==> src/rtl/serial_adder_pkg.sv <==
// Shared definitions for the bit-serial adder.
// Contains the FSM state encoding and the counter-width helper.
package serial_adder_pkg;

  localparam logic STATE_IDLE = 1'b0;
  localparam logic STATE_RUN  = 1'b1;

  typedef enum logic {
    IDLE = STATE_IDLE,
    RUN  = STATE_RUN
  } state_t;

  // Number of bits needed to encode values 0..value-1 (at least 1).
  function automatic int clog2(input int value);
    int r;
    r = 1;
    for (int i = 1; i < 32; i++) begin
      if ((32'sd1 <<< i) < value) begin
        r = i + 1;
      end
    end
    return r;
  endfunction

endpackage

==> src/rtl/serial_adder_n_full_adder_cell.sv <==
// Combinational one-bit full adder.
// The serial adder reuses this cell once per clock.
module full_adder_cell (
  input  logic a,
  input  logic b,
  input  logic cin,
  output logic s,
  output logic cout
);

  assign s    = a ^ b ^ cin;
  assign cout = (a & b) | (a & cin) | (b & cin);

endmodule

==> src/rtl/serial_adder_n.sv <==
// Bit-serial WIDTH-bit adder, LSB first, one bit per clock.
// {cout,sum} = a + b + cin is presented with a one-cycle done pulse.
module serial_adder_n
  import serial_adder_pkg::*;
#(
  parameter int WIDTH = 8
) (
  input  logic             clk,
  input  logic             rst_n,
  input  logic             start,
  input  logic [WIDTH-1:0] a,
  input  logic [WIDTH-1:0] b,
  input  logic             cin,
  output logic             busy,
  output logic             done,
  output logic [WIDTH-1:0] sum,
  output logic             cout
);

  localparam int CNT_W = clog2(WIDTH + 1);
  localparam logic [CNT_W-1:0] LAST_CNT = CNT_W'(WIDTH - 1);
  localparam logic [CNT_W-1:0] CNT_ONE  = CNT_W'(1'b1);

  state_t           state_r;
  state_t           state_n;
  logic [WIDTH-1:0] a_sh_r;
  logic [WIDTH-1:0] b_sh_r;
  logic [WIDTH-1:0] sum_sh_r;
  logic [WIDTH-1:0] sum_sh_s;
  logic [CNT_W-1:0] cnt_r;
  logic             carry_r;
  logic             fa_sum_s;
  logic             fa_cout_s;
  logic             load_s;
  logic             step_s;
  logic             finish_s;
  logic             busy_r;
  logic             done_r;
  logic [WIDTH-1:0] sum_r;
  logic             cout_r;

  full_adder_cell u_fa (
    .a    (a_sh_r[0]),
    .b    (b_sh_r[0]),
    .cin  (carry_r),
    .s    (fa_sum_s),
    .cout (fa_cout_s)
  );

  // Next sum shift value: cell sum bit enters at the MSB (also correct for WIDTH=1).
  always_comb begin
    sum_sh_s = sum_sh_r >> 1'b1;
    sum_sh_s[WIDTH-1] = fa_sum_s;
  end

  // Next-state and step control.
  always_comb begin
    state_n  = state_r;
    load_s   = 1'b0;
    step_s   = 1'b0;
    finish_s = 1'b0;
    case (state_r)
      IDLE: begin
        if (start) begin
          state_n = RUN;
          load_s  = 1'b1;
        end else begin
          state_n = IDLE;
        end
      end
      RUN: begin
        step_s = 1'b1;
        if (cnt_r == LAST_CNT) begin
          state_n  = IDLE;
          finish_s = 1'b1;
        end else begin
          state_n = RUN;
        end
      end
      default: begin
        state_n = IDLE;
      end
    endcase
  end

  // State, shift registers and registered outputs.
  always_ff @(posedge clk or negedge rst_n) begin
    if (!rst_n) begin
      state_r  <= IDLE;
      a_sh_r   <= {WIDTH{1'b0}};
      b_sh_r   <= {WIDTH{1'b0}};
      sum_sh_r <= {WIDTH{1'b0}};
      cnt_r    <= {CNT_W{1'b0}};
      carry_r  <= 1'b0;
      busy_r   <= 1'b0;
      done_r   <= 1'b0;
      sum_r    <= {WIDTH{1'b0}};
      cout_r   <= 1'b0;
    end else begin
      state_r <= state_n;
      busy_r  <= (state_n == RUN);
      done_r  <= finish_s;
      if (load_s) begin
        a_sh_r   <= a;
        b_sh_r   <= b;
        sum_sh_r <= {WIDTH{1'b0}};
        carry_r  <= cin;
        cnt_r    <= {CNT_W{1'b0}};
      end else if (step_s) begin
        a_sh_r   <= a_sh_r >> 1'b1;
        b_sh_r   <= b_sh_r >> 1'b1;
        sum_sh_r <= sum_sh_s;
        carry_r  <= fa_cout_s;
        cnt_r    <= cnt_r + CNT_ONE;
      end
      // Only the completion edge updates the visible result.
      if (finish_s) begin
        sum_r  <= sum_sh_s;
        cout_r <= fa_cout_s;
      end
    end
  end

  assign busy = busy_r;
  assign done = done_r;
  assign sum  = sum_r;
  assign cout = cout_r;

endmodule

==> config.mk <==
export PLATFORM = sky130hd
export DESIGN_NAME = serial_adder_n
export DESIGN_NICKNAME = d
export VERILOG_FILES = /design/src/rtl/serial_adder_pkg.sv /design/src/rtl/serial_adder_n_full_adder_cell.sv /design/src/rtl/serial_adder_n.sv
export SDC_FILE = /design/constraint.sdc
export NUM_CORES = 1
export LEC_CHECK = 0
export ABC_CLOCK_PERIOD_IN_PS = 2200
export BUFFER_PORTS_ARGS = -buffer_cell sky130_fd_sc_hd__buf_2
export CORE_MARGIN = 4
export CORE_UTILIZATION = 58
export CTS_CLUSTER_SIZE = 30
export DETAILED_ROUTE_END_ITERATION = 8
export PLACE_DENSITY_LB_ADDON = 0.12
export REMOVE_ABC_BUFFERS = 1
export SLEW_MARGIN = 20
export SYNTH_ARGS = -nofsm -noshare
export SYNTH_HDL_FRONTEND = slang
export SYNTH_SLANG_ARGS = --single-unit
export TNS_END_PERCENT = 1
==> constraint.sdc <==
create_clock -name clk -period 2.2 [get_ports clk]
set_input_delay 0.22 -clock clk [delete_from_list [all_inputs] [get_ports clk]]
set_output_delay 0.22 -clock clk [all_outputs]
set_load 0.01 [all_outputs]
**Yosys cells after proc, flatten, opt, wreduce, memory -nomap -nowiden**

Cells that the tools add are included.

- Shift operators: 0
- Multipliers: 0
- Bitwise gates (word level): 8
- Magnitude comparators: 0
- $add $sub $neg: 1
- Equal/unequal tests: 1
- Reduce and logical (&&, ||, !) cells: 1
- Muxes and demuxes: 17
- Divide/modulo/power cells: 0

Operators with widths:

| cell | number |
|---|---|
| $mux 32 | 2 |
| $mux 8 | 6 |
| $add 32x1->32 const B | 1 |
| $eq 32x3->1 const B | 1 |
| $mux 1 | 8 |
| $and 1x1->1 | 3 |
| $or 1x1->1 | 2 |
| $pmux 1 s2 | 1 |
| $reduce_bool 2->1 | 1 |
| $xor 1x1->1 | 2 |
| $not 1->1 | 1 |

- Bits of input ports: 20
- Register bits after elaboration: 68
- Memories kept: 0
- ROM bits: 0
- Logic and storage cells: 37
- Bits in writable memories: 0
- Output and inout port bits: 11
- Bits in latches: 0

**Longest topological paths before layout**

- Depth after elaboration: 5
- Depth in mapped cells: 6
- Gate-level depth less buffers: 5

**Hierarchy**

From an unflattened synthesis, not the netlist that was laid out.

- Cell total of the unflattened synthesis: 279
- Area total of the unflattened synthesis: 3067.9 µm²

By module, submodules not included:

| module | area each (µm²) | seq. area each (µm²) | cells an instance | times used |
|---|---|---|---|---|
| serial_adder_n | 3047.9 | 1676.6 | 278 | 1 |
| full_adder_cell | 20.0 | 0.0 | 1 | 1 |

**Worst setup path after synthesis**

Ideal clock, no wire load.

- Kind: register to register
- Start: register cnt_r[0]
- End: register sum_r[1], in the netlist sum[1]
- Stages on the path, launching flop included: 7
- Clock period less this slack: 1.917 ns
- Buffers on the path: 1
- Data arrival time: 1.792 ns
- Setup slack: 0.283 ns
- Required time: 2.075 ns
- Setup time: 0.125 ns
- Cells stage by stage: dfrtp_1 > ha_1 > nor4b_1 > nand4_1 > nor3_1 > buf_2 > mux2_2

- Longest elaborated chain between the ends: 3

RTL lines:

| item | line | source |
|---|---|---|
| start: declaration | serial_adder_n.sv:30 | `logic [CNT_W-1:0] cnt_r;` |
| start signal: assignment | serial_adder_n.sv:93 | `cnt_r <= {CNT_W{1'b0}};` |
| start signal: assignment | serial_adder_n.sv:108 | `cnt_r <= {CNT_W{1'b0}};` |
| start signal: assignment | serial_adder_n.sv:114 | `cnt_r <= cnt_r + CNT_ONE;` |
| $eq 32x3->1 | serial_adder_n.sv:73 | `if (cnt_r == LAST_CNT) begin` |
| $mux 1 | serial_adder_n.sv:73 |  |
| $mux 1 | serial_adder_n.sv:62 | `case (state_r)` |
| via finish_s | serial_adder_n.sv:36 | `logic finish_s;` |
| end signal: assignment | serial_adder_n.sv:97 | `sum_r <= {WIDTH{1'b0}};` |
| end signal: assignment | serial_adder_n.sv:118 | `sum_r <= sum_sh_s;` |
| end: declaration | serial_adder_n.sv:39 | `logic [WIDTH-1:0] sum_r;` |

The timed path passes the listed nets, and every way through them passes these cells.
A chain may end at the register's enable or synchronous reset.

**Final worst setup path**

- Start: register cnt_r[0]
- End: register sum_r[3], in the netlist sum[3]

- Longest elaborated chain between the ends: 3

RTL lines:

| item | line |
|---|---|
| $eq 32x3->1 | serial_adder_n.sv:73 |
| $mux 1 | serial_adder_n.sv:73 |
| $mux 1 | serial_adder_n.sv:62 |

No other way between the ends.

==> impl_metrics.py <==
metrics = {
    "die": {
        "row_count": 26,
        "coreArea_um2": 5170,
        "fp.dieArea_um2": 6650,
        "initial_utilization": 0.607,
        "floorplan.io_pins": 31,
        "die_height_um": 81.6,
        "die_width_um": 81.6,
    },
    "yosys": {
        "netlist_instances": 289,
        "synth_most_common_cell": "sky130_fd_sc_hd__dfrtp_1",
        "ys_async_sr_fraction": 1.00,
        "ys_dominant_reg_cell": "sky130_fd_sc_hd__dfrtp_1",
        "synth.yosys.warnings": 0,
        "syn_avg_cell_area_um2": 10.9,
        "synth.yosys.seq_area_share": 0.534,
        "synth_top_cells_by_area": "sky130_fd_sc_hd__dfrtp_1, sky130_fd_sc_hd__mux2i_1, sky130_fd_sc_hd__nand2_1, sky130_fd_sc_hd__o21ai_0, sky130_fd_sc_hd__mux2_2",
        "synthTopCellsByCount": "sky130_fd_sc_hd__dfrtp_1, sky130_fd_sc_hd__nand2_1, sky130_fd_sc_hd__mux2i_1",
        "synth_top_cell_area_share": 0.534,
        "synth.largest_area_cell": "sky130_fd_sc_hd__dfrtp_1",
        "synth_cell_type_count": 37,
        "ys_seq_elements": 67,
        "syn_area_um2": 3140,
        "number_of_enable_flip_flop_cells_after_synthesis": 0,
    },
    "global_route": {
        "global_route.peak_usage_layer": "met2",
        "grt_usage": 0.206,
        "grt_overflow_total": 0,
        "number_of_global_route_vias_before_repair": 2260,
        "global_route_wire_length_before_repair_um": 10400,
        "antenna_found_initial": 0,
        "globalRouteMet1Util": 0.285,
        "grt_start_max_net_pins": 47,
        "globalRouteMet3Util": 0.0406,
        "grt_use_met2": 0.313,
    },
    "clocking": {
        "cts_buffers": 9,
        "clk_pin_slew_worst_paths_ns": 0.07,
        "htreeDepth": 3,
        "cts_root_buffer": "sky130_fd_sc_hd__clkbuf_8",
        "cts_tree": "done",
        "cts_num_sinks": 67,
        "cts_hold_repair.buffers": 1,
        "insertion_delay_ns": 0.34,
        "cts_repair_resize_count": 0,
        "cts.path.max_buffers": 2,
        "post_cts_buffers": 0,
    },
    "layout": {
        "multiInputGateArea_um2": 1350,
        "post-route-cell-area_um2": 3570,
        "seq_area_um2": 1680,
        "final_nets": 348,
        "area_delta_synth_final_pct": 13.6,
        "fin_util": 0.690,
        "n_antenna_cell": 0,
        "final.fill_count": 410,
        "drive_above_1_share": 0.208,
        "finalNonFillerCells": 401,
    },
    "sta": {
        "holdWs_ns": 0.134,
        "finalClockSkew_ns": 0.00782,
        "min_period_ns": 2.00,
        "final-max-slew-violation-count": 0,
        "rsz0062_at_grt": "false",
        "setup_total_negative_slack_ns": 0,
        "worst-slew-pin-transition_ns": 0.815,
        "number_of_failing_hold_endpoints_at_the_final_stage": 0,
        "final_min_period_over_clock_period": 0.907,
        "setup_violations": 0,
        "fmax_mhz": 501,
        "final_critical_path_setup_slack_ns": 0.205,
        "slew-limit-headroom": 0.455,
    },
    "min_path": {
        "holdCritPathClass": "in -> reg",
    },
    "drt": {
        "ant_nets": 0,
        "drc_errors": 0,
        "wire_per_inst_um": 14.7,
        "dr.first_iter.drc_count": 117,
        "routed_via_density": 5.72,
        "wl_um": 5880,
        "detailedRoute.firstPassIterationCount": 4,
        "number_of_vias_after_detailed_routing": 2293,
    },
    "place": {
        "place.detailed.instances": 384,
        "dp_hpwl_um": 4050,
        "place_worst_setup_slack_ns": 0.210,
        "placed_cell_area_um2": 3360,
        "buffer_ports.inserted": 30,
        "routabilityCongestion": 0.798,
    },
    "pwr": {
        "static_leakage_power_nw": 1.73,
        "totalPowerFinal_mw": 2.79,
        "powerDensity_nw_per_um2": 782,
        "vdd.ir_drop.worst_v": 0.000396,
    },
    "critical_path": {
        "timing.setup.critical_path_class": "reg -> reg",
        "worst-path-max-fanout": 11,
        "cp_data_arrival_time_ns": 2.22,
        "cp.required_ns": 2.42,
        "type_of_destination_of_the_critical_path": "flip-flop",
        "worst_setup_path_start_kind": "flip-flop",
    },
    "status": {
        "run_status": "finished clean",
    },
    "run": {
        "cap_violations": 0,
    },
}
[worst paths after layout]
| check | depth (start not counted) | slack [ns] | start | end |
|---|---|---|---|---|
| max | 6 | 0.20 | cnt_r[0]$_DFFE_PN0P_ | sum[3]$_DFFE_PN0P_ |
| min | 3 | 0.13 | a[7] | a_sh_r[7]$_DFFE_PN0P_ |
| max reg2reg | 6 | 0.20 | cnt_r[0]$_DFFE_PN0P_ | sum[3]$_DFFE_PN0P_ |
| min reg2reg | 2 | 0.48 | b_sh_r[7]$_DFFE_PN0P_ | b_sh_r[6]$_DFFE_PN0P_ |
| max in group asynchronous | 3 | 1.14 | rst_n | sum_sh_r[1]$_DFFE_PN0P_ |
| min in group asynchronous | 2 | 0.40 | rst_n | a_sh_r[0]$_DFFE_PN0P_ |
[state kept, by name, summed over array words and instances (netlist names)]
name,flops
a_sh_r,8
sum,8
done,1
cnt_r,32
b_sh_r,8
busy,1
sum_sh_r,7
carry_r,1
cout,1
[power breakdown]
group	switching [mW]	internal [mW]	total, mW
sequential	0.162	1.34	1.50
clock	0.450	0.549	0.999
combinational	0.155	0.134	0.289
[cell usage in the layout, fill, tap and decap left out, types with 4 or more instances in the layout]
cell and count:
sky130_fd_sc_hd__o21ai_0 25, sky130_fd_sc_hd__nand3_1 11, sky130_fd_sc_hd__mux2_2 7, sky130_fd_sc_hd__inv_1 8, sky130_fd_sc_hd__a22o_1 7, sky130_fd_sc_hd__buf_4 9, sky130_fd_sc_hd__buf_2 30, sky130_fd_sc_hd__nor4_1 9
sky130_fd_sc_hd__o311ai_1 4, sky130_fd_sc_hd__nand4_1 12, sky130_fd_sc_hd__o31ai_1 4, sky130_fd_sc_hd__nor2_1 9, sky130_fd_sc_hd__dfrtp_1 67, sky130_fd_sc_hd__nand2_1 47, sky130_fd_sc_hd__mux2i_1 36, sky130_fd_sc_hd__clkbuf_8 10
[routing by layer]
layer  share of wire  routed length (um)  vias to the layer above
met1            0.48                2840                     1103
met4           0.017                  98                        0
met3           0.040                 237                       11
met5               0                   0                        -
met2            0.46                2700                       43
li1                -                   -                     1136
[cell type report]
class                   instances  share of cell area
clock buffers                  11              0.0396
clock inverters                 5              0.0147
inverters                       8             0.00842
multi-input cells             200               0.379
flip-flops and latches         67               0.470
well taps                      70              0.0246
repair buffers                 40              0.0638
[worst max-delay path: stages (launching register included)]
cell and delay [ns]:
sky130_fd_sc_hd__dfrtp_1 0.42, sky130_fd_sc_hd__ha_1 0.29, sky130_fd_sc_hd__nor4b_1 0.26, sky130_fd_sc_hd__nand4_1 0.13
sky130_fd_sc_hd__nor3_1 0.20, sky130_fd_sc_hd__buf_4 0.23, sky130_fd_sc_hd__mux2_2 0.36
[cell families (layout without fill, tap and decap cells)]
logic type | Yosys count | in the layout | share of synthesized area
simple gates | 104 | 104 | 0.173
flops | 67 | 67 | 0.534
compound gates | 51 | 51 | 0.107
mux | 43 | 43 | 0.140
buf+inv | 22 | 64 | 0.0355
fa+ha+maj | 2 | 2 | 0.0104
No activity file was read; power rests on OpenSTA's default activity.
